`src/rtl/mem_write_monitor.sv`:
```
// In-order store checker for a data-memory write bus: compares committed stores against a loadable
// expected (address, data) table and latches a sticky pass/fail verdict. Optional watchdog: MEM_WRITE_MONITOR_TIMEOUT_EN.
module mem_write_monitor #(
    parameter int              AW         = 32,
    parameter int              DW         = 32,
    parameter int              DEPTH      = 8,
    parameter bit              IGNORE_EN  = 1'b1,
    parameter logic [AW-1:0]   IGNORE_ADR = 32'd96,
    parameter int              TIMEOUT    = 1024,
    localparam int             IW         = $clog2(DEPTH)
) (
    input  logic          clk,
    input  logic          reset,
    input  logic          MemWrite,
    input  logic [AW-1:0] DataAdr,
    input  logic [DW-1:0] WriteData,
    input  logic          cfg_we,
    input  logic [IW-1:0] cfg_idx,
    input  logic [AW-1:0] cfg_adr,
    input  logic [DW-1:0] cfg_data,
    input  logic [IW:0]   cfg_count,
    input  logic          start,
    output logic          armed,
    output logic          pass,
    output logic          fail,
    output logic [1:0]    fail_code,
    output logic [IW-1:0] fail_idx,
    output logic [AW-1:0] fail_adr,
    output logic [DW-1:0] fail_data,
    output logic [15:0]   nwrites
);

    typedef enum logic [1:0] {IDLE, ARMED, PASS_ST, FAIL_ST} state_t;

    localparam logic [IW:0] DEPTH_C = (IW+1)'(DEPTH);

    state_t        state_r, state_next;
    logic [IW-1:0] ptr_r, ptr_next;
    logic [IW:0]   count_r, count_next;
    logic [15:0]   nwrites_r, nwrites_next;
    logic [1:0]    code_r, code_next;
    logic [IW-1:0] fidx_r, fidx_next;
    logic [AW-1:0] fadr_r, fadr_next;
    logic [DW-1:0] fdata_r, fdata_next;
    logic          armed_r, pass_r, fail_r;
    logic          hit_s, last_s, ign_s;

    logic [AW-1:0] tbl_adr  [DEPTH];
    logic [DW-1:0] tbl_data [DEPTH];

`ifdef MEM_WRITE_MONITOR_TIMEOUT_EN
    localparam int CTW = $clog2(TIMEOUT) + 1;
    logic [CTW-1:0] cyc_r, cyc_next;
    logic           timeout_s;
    assign timeout_s = (cyc_r == CTW'(TIMEOUT - 1));
`endif

    assign hit_s  = (DataAdr == tbl_adr[ptr_r]) && (WriteData == tbl_data[ptr_r]);
    assign last_s = (({1'b0, ptr_r} + (IW+1)'(1)) == count_r);
    assign ign_s  = (IGNORE_EN != 1'b0) && (DataAdr == IGNORE_ADR);

    // Expected-table storage; contents deliberately survive reset so a rerun can reuse them.
    always_ff @(posedge clk) begin
        if (cfg_we && (state_r != ARMED)) begin
            tbl_adr[cfg_idx]  <= cfg_adr;
            tbl_data[cfg_idx] <= cfg_data;
        end
    end

    // Next-state and capture logic.
    always_comb begin
        state_next   = state_r;
        ptr_next     = ptr_r;
        count_next   = count_r;
        nwrites_next = nwrites_r;
        code_next    = code_r;
        fidx_next    = fidx_r;
        fadr_next    = fadr_r;
        fdata_next   = fdata_r;
`ifdef MEM_WRITE_MONITOR_TIMEOUT_EN
        cyc_next     = cyc_r;
`endif
        case (state_r)
            ARMED: begin
                if (MemWrite) begin
                    if (nwrites_r != 16'hFFFF) begin
                        nwrites_next = nwrites_r + 16'd1;
                    end else begin
                        nwrites_next = nwrites_r;
                    end
                    // A table match wins over the scratch-address tolerance.
                    if (hit_s) begin
                        if (last_s) begin
                            state_next = PASS_ST;
                        end else begin
                            ptr_next = ptr_r + IW'(1);
                        end
                    end else if (ign_s) begin
                        state_next = ARMED;
                    end else begin
                        state_next = FAIL_ST;
                        code_next  = 2'd1;
                        fidx_next  = ptr_r;
                        fadr_next  = DataAdr;
                        fdata_next = WriteData;
                    end
                end else begin
                    nwrites_next = nwrites_r;
                end
`ifdef MEM_WRITE_MONITOR_TIMEOUT_EN
                if (timeout_s && (state_next == ARMED)) begin
                    state_next = FAIL_ST;
                    code_next  = 2'd2;
                    fidx_next  = ptr_next;
                    fadr_next  = {AW{1'b0}};
                    fdata_next = {DW{1'b0}};
                end else begin
                    cyc_next = cyc_r + CTW'(1);
                end
`endif
            end
            default: begin
                if (start) begin
                    if (cfg_count > DEPTH_C) begin
                        count_next = DEPTH_C;
                    end else begin
                        count_next = cfg_count;
                    end
                    ptr_next     = {IW{1'b0}};
                    nwrites_next = 16'd0;
                    code_next    = 2'd0;
                    fidx_next    = {IW{1'b0}};
                    fadr_next    = {AW{1'b0}};
                    fdata_next   = {DW{1'b0}};
`ifdef MEM_WRITE_MONITOR_TIMEOUT_EN
                    cyc_next     = {CTW{1'b0}};
`endif
                    if (count_next == {(IW+1){1'b0}}) begin
                        state_next = PASS_ST;
                    end else begin
                        state_next = ARMED;
                    end
                end else begin
                    state_next = state_r;
                end
            end
        endcase
    end

    // State, status and capture registers.
    always_ff @(posedge clk or posedge reset) begin
        if (reset) begin
            state_r   <= IDLE;
            ptr_r     <= {IW{1'b0}};
            count_r   <= {(IW+1){1'b0}};
            nwrites_r <= 16'd0;
            code_r    <= 2'd0;
            fidx_r    <= {IW{1'b0}};
            fadr_r    <= {AW{1'b0}};
            fdata_r   <= {DW{1'b0}};
            armed_r   <= 1'b0;
            pass_r    <= 1'b0;
            fail_r    <= 1'b0;
`ifdef MEM_WRITE_MONITOR_TIMEOUT_EN
            cyc_r     <= {CTW{1'b0}};
`endif
        end else begin
            state_r   <= state_next;
            ptr_r     <= ptr_next;
            count_r   <= count_next;
            nwrites_r <= nwrites_next;
            code_r    <= code_next;
            fidx_r    <= fidx_next;
            fadr_r    <= fadr_next;
            fdata_r   <= fdata_next;
            armed_r   <= (state_next == ARMED);
            pass_r    <= (state_next == PASS_ST);
            fail_r    <= (state_next == FAIL_ST);
`ifdef MEM_WRITE_MONITOR_TIMEOUT_EN
            cyc_r     <= cyc_next;
`endif
        end
    end

    assign armed     = armed_r;
    assign pass      = pass_r;
    assign fail      = fail_r;
    assign fail_code = code_r;
    assign fail_idx  = fidx_r;
    assign fail_adr  = fadr_r;
    assign fail_data = fdata_r;
    assign nwrites   = nwrites_r;

endmodule

```
`config.mk`:
```
export PLATFORM = sky130hd
export DESIGN_NAME = mem_write_monitor
export DESIGN_NICKNAME = d
export VERILOG_FILES = /design/src/rtl/mem_write_monitor.sv
export SDC_FILE = /design/constraint.sdc
export NUM_CORES = 1
export LEC_CHECK = 0
export BUFFER_PORTS_ARGS = -buffer_cell sky130_fd_sc_hd__buf_4
export CAP_MARGIN = 20
export CORE_ASPECT_RATIO = 1.1
export CORE_MARGIN = 4
export CORE_UTILIZATION = 63
export DETAILED_ROUTE_END_ITERATION = 6
export GPL_TIMING_DRIVEN = 0
export PLACE_DENSITY = 0.88
export SLEW_MARGIN = 20
export SYNTH_ARGS = -nofsm -noshare
export SYNTH_HDL_FRONTEND = slang
export SYNTH_SLANG_ARGS = --single-unit
```
`constraint.sdc`:
```
create_clock -name clk -period 14.9 [get_ports clk]
set_input_delay 1.49 -clock clk [delete_from_list [all_inputs] [get_ports clk]]
set_output_delay 1.49 -clock clk [all_outputs]
set_load 0.02 [all_outputs]
```
Word level (Yosys, flattened, before mapping)
Memories as Yosys holds them, arrays and structs flattened.
Index checks and enable logic that the tools add are counted.

cells by class
  add/subtract/negate cells = 3
  magnitude comparators = 1
  eq/ne operators = 16
  multiplexer cells = 39
  bitwise operators = 1
  reductions and logical operators = 8

operators by type and width
  operator                 number
  $mux W32                 9
  $eq A32 B32 Y1           2
  $mux W16                 4
  $eq A32 B7 Y1 const B    1
  $mux W3                  9
  $mux W2                  12
  $add A16 B1 Y16 const B  1
  $ne A16 B16 Y1 const B   1
  $mux W4                  3
  $ne A2 B2 Y1 const B     6
  $reduce_and A4 Y1        2
  $add A3 B1 Y4 const B    1
  $eq A2 B1 Y1 const B     2
  $eq A2 B2 Y1 const B     2
  $eq A4 B4 Y1             1
  $gt A4 B4 Y1 const B     1
  $logic_not A4 Y1         1
  $add A3 B1 Y3 const B    1
  $reduce_and A3 Y1        1
  $logic_and A1 B1 Y1      2
  $mux W1                  2
  $ne A2 B1 Y1 const B     1
  $reduce_and A2 Y1        1
  $reduce_bool A2 Y1       1
  $not A1 Y1               1

storage, ports and cells
  register bits after elaboration = 97
  memory bits (writable) = 512
  bits of input ports = 140
  output and inout port bits = 88
  word-level logic and storage cells = 81
  memories kept = 2

memories
  memory    depth  bits a word  read ports  clocked after memory_dff  wr ports  line  text
  tbl_adr   8      32           1           0                         1         48    logic [AW-1:0] tbl_adr [DEPTH];
  tbl_data  8      32           1           0                         1         49    logic [DW-1:0] tbl_data [DEPTH];

Logic depth before layout (Yosys ltp)
  depth after elaboration = 9
  mapped depth = 15
  gate-level depth less buffers = 9

Worst setup path before layout
OpenSTA, ideal clock, no wires.

  path kind = input-to-reg
  start = in cfg_idx[0]
  end = mem tbl_adr[0][0] (enable)
  arrival = 6.053 ns
  data required time = 14.335 ns
  setup slack = 8.282 ns
  cell stages on the path = 2
  path through = nand3b_1 nor3_1

RTL lines
  what         line  text
  from (decl)  18    input logic [IW-1:0] cfg_idx,
  to (decl)    48

No word-level cell before the write port.

Final worst setup path
  start = reg ptr_r[0]
  end = reg fdata_r[25], in the netlist fail_data[25]

on the way
  longest elaborated chain between the ends = 5
  elaborated cells on any way between the ends = 7
  classes of those cells = eq/ne: 3; reduce/logical: 2; memory: 2

ends and longest elaborated chain
  what                                      line  text
  from (decl)                               38    logic [IW-1:0] ptr_r, ptr_next;
  from (signal assigned)                    154   ptr_r <= {IW{1'b0}};
  from (signal assigned)                    169   ptr_r <= ptr_next;
  $mem_v2 Z8 W32, on equally long branches  --
  $eq A32 B32 Y1                            58    assign hit_s = (DataAdr == tbl_adr[ptr_r]) && (WriteData == tbl_data[ptr_r]);
  $logic_and A1 B1 Y1 *                     58
  $ne A2 B2 Y1 (no line) *                  --
  $reduce_and A4 Y1 (no line) *             --
  to (signal assigned)                      160   fdata_r <= {DW{1'b0}};
  to (signal assigned)                      175   fdata_r <= fdata_next;
  to (decl)                                 44    logic [DW-1:0] fdata_r, fdata_next;

Every way passes the cells marked *; elsewhere a longest branch is shown, timed or not.
A chain may end at the register's enable or synchronous reset.

==> impl_metrics.json <==
{
  "drt_iter0_markers": 2225,
  "htree_levels": 2,
  "min_from": "count_r[0]",
  "ir_worst_vdd_mv": 0.113,
  "clk_latency_ps": 590,
  "initial_core_util": 0.642,
  "cts_hold_buf": 0,
  "fin_crit_ps": 5190,
  "fp.dieH_um": 215,
  "pin_count": 228,
  "worst_slew_pin_slew_ps": 1240,
  "critical_path_required_ps": 15390,
  "synth-seq-cells": 608,
  "grt_usage": 0.326,
  "cts-resized-gates": 0,
  "final_cell_mix": "edfxtp_1 (512), buf_4 (248), mux2i_1 (218)",
  "synth_cell_type_count": 55,
  "syn_area_mm2": 0.0246,
  "hp-class": "flop to flop",
  "hold-path-endpoint": "count_r[0]",
  "drt_first_pass_iters": 6,
  "postCtsSetupRepairBufs": 0,
  "critical_path_class": "flop to flop",
  "cts_buffer_depth": 3,
  "fin_worst_skew_ps": 16.4,
  "std_cell_rows": 75,
  "syn_area_per_cell_um2": 17.3,
  "cp_data_arrival_time_ps": 5680,
  "grt_pass1_vias": 15400,
  "slew_violations": 0,
  "dp_hpwl_um": 46800,
  "cpMostUsedCell": "buf_6",
  "dieArea_mm2": 0.0423,
  "place_congestion": 0.897,
  "regToRegEndpoint": "fail_data[25]",
  "ys.flop_type": "edfxtp_1",
  "wl_um": 70600,
  "die_w_um": 196,
  "reg2reg_from": "ptr_r[0]",
  "end_kind": "flop",
  "antenna_found_initial": 7,
  "cp-start-kind": "flop",
  "worstPathCellList": "buf_6, nor2b_1, clkbuf_1, buf_1, a22oi_1, a21oi_1, o22ai_1, nor4_1, nand4_1, nor3_2, nor2_1, buf_6, buf_6, mux2i_1",
  "fin_nets": 1889,
  "drv_cap": 0,
  "grt_max_degree": 51,
  "clk_pin_slew_worst_paths_ps": 70,
  "ant_nets": 0,
  "synth_top_area_frac": 0.624,
  "p_per_area_mw_per_mm2": 138,
  "area_delta_synth_final_pct": 20.0,
  "synth_top_cell_by_area": "edfxtp_1",
  "slowest_delay_ps": 810,
  "r2r_slack_ps": 9710,
  "setup_viol": 0,
  "routed_via_density": 6.67,
  "vias": 15300,
  "ys_warn_count": 0,
  "hold_depth": 2,
  "port-buffer-count": 226,
  "ys_async_sr_fraction": 0.158,
  "synthTopCellsByArea": "edfxtp_1 (62%), dfrtp_1 (9.8%), mux2i_1 (8.9%)",
  "final_common_cell": "edfxtp_1",
  "fp.coreArea_mm2": 0.0384,
  "tritoncts": "yes",
  "final_core_util": 0.770,
  "status": "complete, no violations",
  "final.period_utilization": 0.348,
  "synth_edf_count": 512,
  "leakagePower_nw": 11.2,
  "wl_per_cell_um": 30.7,
  "drc": 0,
  "seq_area_frac_synth": 0.722,
  "setup-tns-final_ps": 0,
  "cts_buffers": 56,
  "drive_gt1_frac": 0.265,
  "rsz0062_at_grt": "false",
  "cp_max_fo": 10,
  "fmax_mhz": 193,
  "netlist_instances": 1423,
  "hold_violations": 0,
  "clockRootBuffer": "clkbuf_16",
  "r2r_cells": 14,
  "gr-total-overflow": 0,
  "cp_slowest_cell": "nor4_1",
  "grt_pass1_wl_um": 101000,
  "clock_sinks": 608,
  "syn_nets": 1565,
  "slew_headroom": 0.174
}
==> worst max-delay path, delay by kind of cell, from the launching register on <==
kind                   cells  cell delay (ps)
buffers and inverters      5             1890
DFF                        1              400
muxes                      1              230
and+or+nand+nor            5             1880
AOI/OAI and AO/OA          3              650
==> routing by layer <==
layer / track usage / share of wire / vias up / routed length [µm]
li1: - / - / 6129 / -
met1: 0.427 / 0.34 / 7585 / 24000
met2: 0.518 / 0.48 / 1377 / 33700
met3: 0.0866 / 0.13 / 235 / 9170
met4: 0.153 / 0.053 / 2 / 3740
met5: 0 / 0.000099 / - / 7
==> registers in the layout, summed over array words and instances (netlist names) <==
name and count:
fail_code 1, nwrites 16, fail_idx 3, count_r 4, fail_data 32, tbl_data 256, pass 1, fail 1
ptr_r 3, state_r 2, armed 1, fail_adr 32, tbl_adr 256
==> how the worst max path moves through the flow <==
stage,start,endpoint,slack (ps)
global route,ptr_r[0],fail_data[25],9630
detailed placement,ptr_r[0],fail_data[25],10030
finish,ptr_r[0],fail_data[25],9710
floorplan,cfg_idx[0],tbl_adr[0][0],8280
global placement,cfg_we,tbl_data[1][19],3790
CTS,ptr_r[0],fail_data[25],9910
==> power breakdown <==
| group | leakage (nW) | internal, W | switching (W) |
|---|---|---|---|
| logic | 4.47 | 0.000276 | 0.000421 |
| clock network | 0.871 | 0.000788 | 0.000620 |
| registers | 5.85 | 0.00192 | 0.0000472 |
==> cells in the mapped netlist, drive strengths merged (2+ instances only) <==
cell     count
nand2      104
a22o        26
mux4        70
buf         43
clkbuf      20
inv         72
nand3b       4
xnor2       52
clkinv       2
nand3       12
or3         13
o211ai       3
nor2        26
a221oi       6
and2         3
nor2b        9
nor3         9
and3         6
ha           2
edfxtp     512
o21ai       13
mux2         2
o21a         2
o2111ai      3
and4         2
a21oi       12
nand2b       2
nand4       11
nor4        20
a22oi       25
dfrtp       96
xor2         8
mux2i      218
==> per-stage QoR <==
step / power (W) / instances / instance area, µm² / hold WS [ps] / setup slack (ps)
finish: 0.00407 / 2299 / 29500 / 505 / 9710
global route: 0.00418 / 2299 / 29500 / 544 / 9630
CTS: 0.00405 / 2293 / 29500 / 503 / 9910
detailed placement: 0.00267 / 2189 / 27700 / 475 / 10030
global placement: 0.00264 / 2149 / 26900 / 472 / 3790
floorplan: 0.00238 / 1423 / 24600 / 454 / 8280
==> final cells by class <==
cell class	count	area, µm²
Antenna cell	6	15.0
Inverter	74	283
Clock buffer	75	1560
Sequential cell	608	17800
Multi-Input combinational cell	678	6220
Timing Repair Buffer	266	2420
Clock inverter	29	229
Tap cell	500	626
Buffer	63	400
Fill cell	1930	8840
==> cell families (layout without fill, tap and decap cells) <==
| logic type | count (synthesis) | after routing | synth area share |
|---|---|---|---|
| other cells | 1 | 7 | 0.000152 |
| mux | 290 | 290 | 0.154 |
| fa+ha+maj | 2 | 2 | 0.00102 |
| simple gates | 226 | 226 | 0.0447 |
| buf+inv | 137 | 507 | 0.0275 |
| compound gates | 99 | 99 | 0.0297 |
| xor+xnor | 60 | 60 | 0.0213 |
| flops | 608 | 608 | 0.722 |
(Power assumes the default switching activity.)
